[src/rtl/encoder_position_tracker.sv]
// encoder_position_tracker
//
// Integrates the quadrature decoder's per-cycle step code into a signed,
// saturating position register, measures velocity as the net step count
// over a fixed window of WINDOW clock cycles, and flags illegal step codes.
//
// Ports:
//   clk        system clock, all state updates on the rising edge
//   rst        synchronous active-high reset
//   dir        step code: 01 = +1, 10 = -1, 00 = idle, 11 = illegal
//   clear      zero position and the error flag
//   load       preset position from load_val (clamped to the legal range)
//   load_val   signed preset value
//   position   signed accumulated position
//   at_min     position == POS_MIN
//   at_max     position == POS_MAX
//   velocity   signed net steps in the last completed window (saturated)
//   vel_valid  one-cycle pulse when velocity updates
//   dir_err    sticky flag, set by an illegal step code
module encoder_position_tracker #(
  parameter int WIDTH     = 16,
  parameter int POS_MIN   = -32768,
  parameter int POS_MAX   = 32767,
  parameter int VEL_WIDTH = 8,
  parameter int WINDOW    = 1000
) (
  input  logic                        clk,
  input  logic                        rst,
  input  logic [1:0]                  dir,
  input  logic                        clear,
  input  logic                        load,
  input  logic signed [WIDTH-1:0]     load_val,
  output logic signed [WIDTH-1:0]     position,
  output logic                        at_min,
  output logic                        at_max,
  output logic signed [VEL_WIDTH-1:0] velocity,
  output logic                        vel_valid,
  output logic                        dir_err
);

  localparam int CNT_W = (WINDOW > 1) ? $clog2(WINDOW) : 1;
  // One extra bit beyond the velocity range so the accumulator can exceed
  // the output range before the final saturation.
  localparam int ACC_W = VEL_WIDTH + 1;

  localparam logic signed [WIDTH-1:0] POS_MIN_W = WIDTH'(POS_MIN);
  localparam logic signed [WIDTH-1:0] POS_MAX_W = WIDTH'(POS_MAX);
  localparam logic [CNT_W-1:0]        CNT_LAST  = CNT_W'(WINDOW - 1);

  // Limits expressed in the ACC_W+1 bit sum width so comparisons never overflow.
  localparam logic signed [ACC_W:0] ACC_MAX_X = (ACC_W+1)'(2**(ACC_W-1) - 1);
  localparam logic signed [ACC_W:0] ACC_MIN_X = (ACC_W+1)'(-(2**(ACC_W-1)));
  localparam logic signed [ACC_W:0] VEL_MAX_X = (ACC_W+1)'(2**(VEL_WIDTH-1) - 1);
  localparam logic signed [ACC_W:0] VEL_MIN_X = (ACC_W+1)'(-(2**(VEL_WIDTH-1)));

  logic signed [WIDTH-1:0]     position_reg;
  logic signed [VEL_WIDTH-1:0] velocity_reg;
  logic                        vel_valid_reg;
  logic                        dir_err_reg;
  logic [CNT_W-1:0]            cnt_reg;
  logic signed [ACC_W-1:0]     acc_reg;

  logic                        step_up;
  logic                        step_dn;
  logic                        illegal;
  logic                        window_end;
  logic signed [ACC_W:0]       step_delta;
  logic signed [ACC_W:0]       acc_sum;
  logic signed [ACC_W-1:0]     acc_next;
  logic signed [VEL_WIDTH-1:0] vel_next;
  logic signed [WIDTH-1:0]     load_clamped;

  assign step_up    = (dir == 2'b01);
  assign step_dn    = (dir == 2'b10);
  assign illegal    = (dir == 2'b11);
  assign window_end = (cnt_reg == CNT_LAST);

  always_comb begin
    step_delta = '0;
    if (step_up) begin
      step_delta = (ACC_W+1)'(1);
    end else if (step_dn) begin
      step_delta = '1;
    end

    // Sum includes the current cycle's step, so the window-closing sample
    // is counted in the velocity it closes.
    acc_sum = $signed({acc_reg[ACC_W-1], acc_reg}) + step_delta;

    acc_next = acc_sum[ACC_W-1:0];
    if (acc_sum > ACC_MAX_X) begin
      acc_next = ACC_MAX_X[ACC_W-1:0];
    end else if (acc_sum < ACC_MIN_X) begin
      acc_next = ACC_MIN_X[ACC_W-1:0];
    end

    vel_next = acc_sum[VEL_WIDTH-1:0];
    if (acc_sum > VEL_MAX_X) begin
      vel_next = VEL_MAX_X[VEL_WIDTH-1:0];
    end else if (acc_sum < VEL_MIN_X) begin
      vel_next = VEL_MIN_X[VEL_WIDTH-1:0];
    end

    load_clamped = load_val;
    if (load_val > POS_MAX_W) begin
      load_clamped = POS_MAX_W;
    end else if (load_val < POS_MIN_W) begin
      load_clamped = POS_MIN_W;
    end
  end

  // Position and error flag
  always_ff @(posedge clk) begin
    if (rst) begin
      position_reg <= '0;
      dir_err_reg  <= 1'b0;
    end else if (clear) begin
      position_reg <= '0;
      dir_err_reg  <= 1'b0;
    end else begin
      if (illegal) begin
        dir_err_reg <= 1'b1;
      end
      if (load) begin
        position_reg <= load_clamped;
      end else if (step_up && (position_reg < POS_MAX_W)) begin
        position_reg <= position_reg + WIDTH'(1);
      end else if (step_dn && (position_reg > POS_MIN_W)) begin
        position_reg <= position_reg - WIDTH'(1);
      end
    end
  end

  // Velocity window: independent of clear/load and of position saturation
  always_ff @(posedge clk) begin
    if (rst) begin
      cnt_reg       <= '0;
      acc_reg       <= '0;
      velocity_reg  <= '0;
      vel_valid_reg <= 1'b0;
    end else if (window_end) begin
      cnt_reg       <= '0;
      acc_reg       <= '0;
      velocity_reg  <= vel_next;
      vel_valid_reg <= 1'b1;
    end else begin
      cnt_reg       <= cnt_reg + CNT_W'(1);
      acc_reg       <= acc_next;
      vel_valid_reg <= 1'b0;
    end
  end

  assign position  = position_reg;
  assign at_min    = (position_reg == POS_MIN_W);
  assign at_max    = (position_reg == POS_MAX_W);
  assign velocity  = velocity_reg;
  assign vel_valid = vel_valid_reg;
  assign dir_err   = dir_err_reg;

endmodule

[config.mk]
export PLATFORM = sky130hd
export DESIGN_NAME = encoder_position_tracker
export DESIGN_NICKNAME = d
export VERILOG_FILES = /design/src/rtl/encoder_position_tracker.sv
export SDC_FILE = /design/constraint.sdc
export NUM_CORES = 1
export LEC_CHECK = 0
export CAP_MARGIN = 30
export CORE_ASPECT_RATIO = 1.75
export CORE_MARGIN = 8
export CORE_UTILIZATION = 50
export CTS_CLUSTER_DIAMETER = 30
export DETAILED_ROUTE_END_ITERATION = 10
export PLACE_DENSITY = 0.83
export SYNTH_ARGS = -nofsm -noshare
export SYNTH_HDL_FRONTEND = slang
export SYNTH_SLANG_ARGS = --single-unit
[constraint.sdc]
create_clock -name clk -period 3.97 [get_ports clk]
set_clock_uncertainty 0.1 [all_clocks]
set_input_delay 0.794 -clock clk [delete_from_list [all_inputs] [get_ports clk]]
set_output_delay 0.794 -clock clk [all_outputs]
set_load 0.01 [all_outputs]
==> out/metrics.csv <==
stage,metric,value,unit
routing,vias,3217,
synthesis,Mapped Nets,452,
floorplan,# IOs,50,
routing,WL/cell,16.7,um
synthesis,top post-synthesis cells by area,"dfxtp_1 (27%), ha_1 (7.9%), nor2_1 (6.9%), a21oi_1 (6.5%), xnor2_1 (5.5%)",
routing,post-route ant nets,0,
worst_setup_path,Worst Path Arrival,3840,ps
worst_setup_path,worst-path maximum fanout,4,
synthesis,multiplexer share of the synthesized area,2.83,%
cts,Post-CTS Setup Inserts,0,
placed_design,HPWL after DPL,6.75,mm
synthesis,Post-synth top flop,dfxtp_1,
synthesis,top-area cell type share of the netlist area,27.1,%
timing,RSZ-0062 raised after global routing,no,
global_route,grt ovf,0,
flow_run,Max-cap violations,0,
global_route,vias in the first global route,3207,
synthesis,largest family of logic cells by synthesized area,simple AND/OR/NAND/NOR gates,
synthesis,Post-synth EDFFs,0,
cells_and_area,NumNets Final,503,
pwr,PwrDens,428,nW/um^2
global_route,wire length of the first global-routing pass,14.9,mm
worst_setup_path,critical path data required time,4050,ps
floorplan,Die Wd,77.6,um
synthesis,Post-Synth Adder-Cell Area,8.82,%
timing,minimum clock period,3760,ps
placed_design,dpl cells,534,
pwr,Pwr Total,1.72,mW
timing,Max Slew Vio Count,0,
cells_and_area,register area,901,sq um
pwr,leakage power,1.61,nW
timing,final setup violation count,0,
timing,Final Hold Fails,0,
run_status,outcome,finished clean,
cts,CTS tree,done,
cells_and_area,Multi-input gate area,2200,sq um
placed_design,Port Buffers,49,
synthesis,mean area per synthesized cell,8.13,sq um
floorplan,# rows,39,
cts,Num CTS Buffers,5,
timing,Max Clk Rate,266,MHz
cts,worst-skew pair later-pin latency,290,ps
timing,Tcrit/Tclk final,94.6,%
cells_and_area,Area Overhead vs Synth,21.0,%
routing,Vias/cell,5.95,
synthesis,fraction of registers with async set/reset,0,%
synthesis,post-synthesis compound-gate area fraction,22.4,%
global_route,Overall Global Routing Usage,19.1,%
cells_and_area,max reg flops,16,
worst_setup_path,startpoint types,input port,
cells_and_area,# fillers,564,
cts,CTS H-tree depth,2,
timing,Slew @ Worst Pin,658,ps
synthesis,sequential area share after synthesis,27.1,%
timing,Hold WS,351,ps
floorplan,die area,9600,sq um
cells_and_area,Layout Utilization,61.9,%
cells_and_area,ratio of cells with drive above 1 in the final layout,9.80,%
worst_setup_path,CP Capture Type,flip-flop,
floorplan,die height,124,um
floorplan,Core Region,6490,sq um
pwr,Max VDD drop,0.278,mV
synthesis,Post-Synth XOR/XNOR Area,8.94,%
routing,drt first pass iters,4,
routing,final WL,9.02,mm
synthesis,post-synthesis register bit count,45,
synthesis,Synth cell types,67,
placed_design,RD Place Congestion,0.915,
cts,Sink Count,45,
synthesis,Mapped Area,3320,sq um
synthesis,Simple-Gate Fraction of Synth Area,23.5,%
routing,Residual DRC,0,
hold_path,Hold/Removal Path Class,reg -> reg,
global_route,pin count of the biggest net entering global routing,36,
cts,clk slew on worst S/H paths,60,ps
synthesis,YS warnings,0,
worst_setup_path,critical path class,in -> reg,
routing,Initial DRC Count,286,
cts,CTS root buf,clkbuf_16,
timing,Relative slew margins,56.1,%
cells_and_area,# diodes,0,
synthesis,cells after synthesis,408,
cells_and_area,final std cells w/o fill,541,
global_route,antenna violations before repair,0,
floorplan,Initial Utilization,51.1,%
cts,maximum buffer depth of the clock tree,2,
synthesis,cell taking the most area after synthesis,dfxtp_1,
==> timing repair <==
item                       4_1_cts  5_1_grt
hold buffers                     0        0
setup endpoints to repair        0        1
gates resized for setup          0        1
==> final cells by class <==
type	instances	share of cell area (%)
clock inverters	2	0.405
well taps	82	2.55
inverters	13	1.21
multi-input cells	328	54.9
repair buffers	66	15.4
flip-flops and latches	45	22.4
clock buffers	5	3.12
==> final timing paths <==
kind / slack (ps) / end / from / cells past startpoint
max: 210 / velocity[3]$_SDFFE_PP0P_ / dir[0] / 15
min: 350 / cnt_reg[0]$_SDFF_PP0_ / cnt_reg[0]$_SDFF_PP0_ / 1
max reg2reg: 590 / position[7]$_SDFFE_PP0P_ / position[2]$_SDFFE_PP0P_ / 12
min reg2reg: 350 / cnt_reg[0]$_SDFF_PP0_ / cnt_reg[0]$_SDFF_PP0_ / 1
==> cell usage in the layout, fill, tap and decap left out, drive strengths merged, types with 2 or more instances in the layout <==
master and n:
clkbuf 5, and2 9, nand4 11, nor4b 2, nor3b 3, o2111ai 2
a21o 2, ha 21, a21oi 44, a211o 5, xor2 11, nand2 27
o311a 2, o21ai 23, nand3 9, buf 17, clkdlybuf4s50 49, nor3 3
nor2 62, mux2i 9, a31oi 2, a21boi 2, nand2b 3, a211oi 3
or2 4, a221oi 6, nand4b 3, inv 13, o21bai 4, xnor2 22
o211ai 4, nor4 7, a22oi 3, dfxtp 45, o21a 2
==> Yosys cell counts, drive strengths merged (2+ instances only) <==
master	number
nand4	11
o311a	2
a31oi	2
dfxtp	45
nor3b	3
nor3	3
a22oi	3
a211oi	3
a21o	2
a221oi	6
nor4	7
clkbuf	16
nand2	27
inv	13
nand4b	3
and2	9
o211ai	4
a21boi	2
o21ai	23
ha	21
mux2i	9
o21bai	4
or2	4
nor4b	2
a21oi	44
o21a	2
nor2	62
buf	6
nand2b	3
xnor2	22
nand3	9
a211o	5
o2111ai	2
xor2	11
==> kinds of logic after synthesis <==
| logic type | after synthesis |
|---|---|
| buf+inv | 35 |
| simple gates | 151 |
| flops | 45 |
| xor+xnor | 33 |
| compound gates | 112 |
| fa+ha+maj | 23 |
| mux | 9 |
==> stage by stage <==
step / cell area (sq um) / setup WS, ps / setup TNS [ps]
2_1_floorplan: 3320 / 269 / 0
3_3_place_gp: 3870 / 26.8 / 0
3_5_place_dp: 3870 / -126 / -780
4_1_cts: 4020 / 186 / 0
5_1_grt: 4020 / 2.45 / 0
6_report: 4020 / 213 / 0
==> per-layer routing <==
layer  part of all wire, %  global-route usage, %  up-vias
met4                   5.1                   13.5        0
li1                      -                      -     1571
met1                    36                   17.8     1502
met5                     0                      0        -
met3                   4.2                   3.25       35
met2                    54                   36.6      109
==> power by group <==
| part | switching (mW) | internal [mW] |
|---|---|---|
| Sequential | 0.109 | 0.505 |
| Clock | 0.185 | 0.231 |
| Combinational | 0.370 | 0.320 |
| Total | 0.664 | 1.06 |
==> critical path, stage by stage <==
cell and delay, ps:
clkdlybuf4s50_1 510, inv_1 80, ha_1 290, inv_1 60
ha_1 180, ha_1 200, nor3b_1 190, o21ai_1 130
a22oi_2 260, mux2i_1 210, buf_4 150, mux2i_2 260
nand4_4 100, nor3b_4 180, a211o_1 240
No activity file was read; power rests on OpenSTA's default activity.
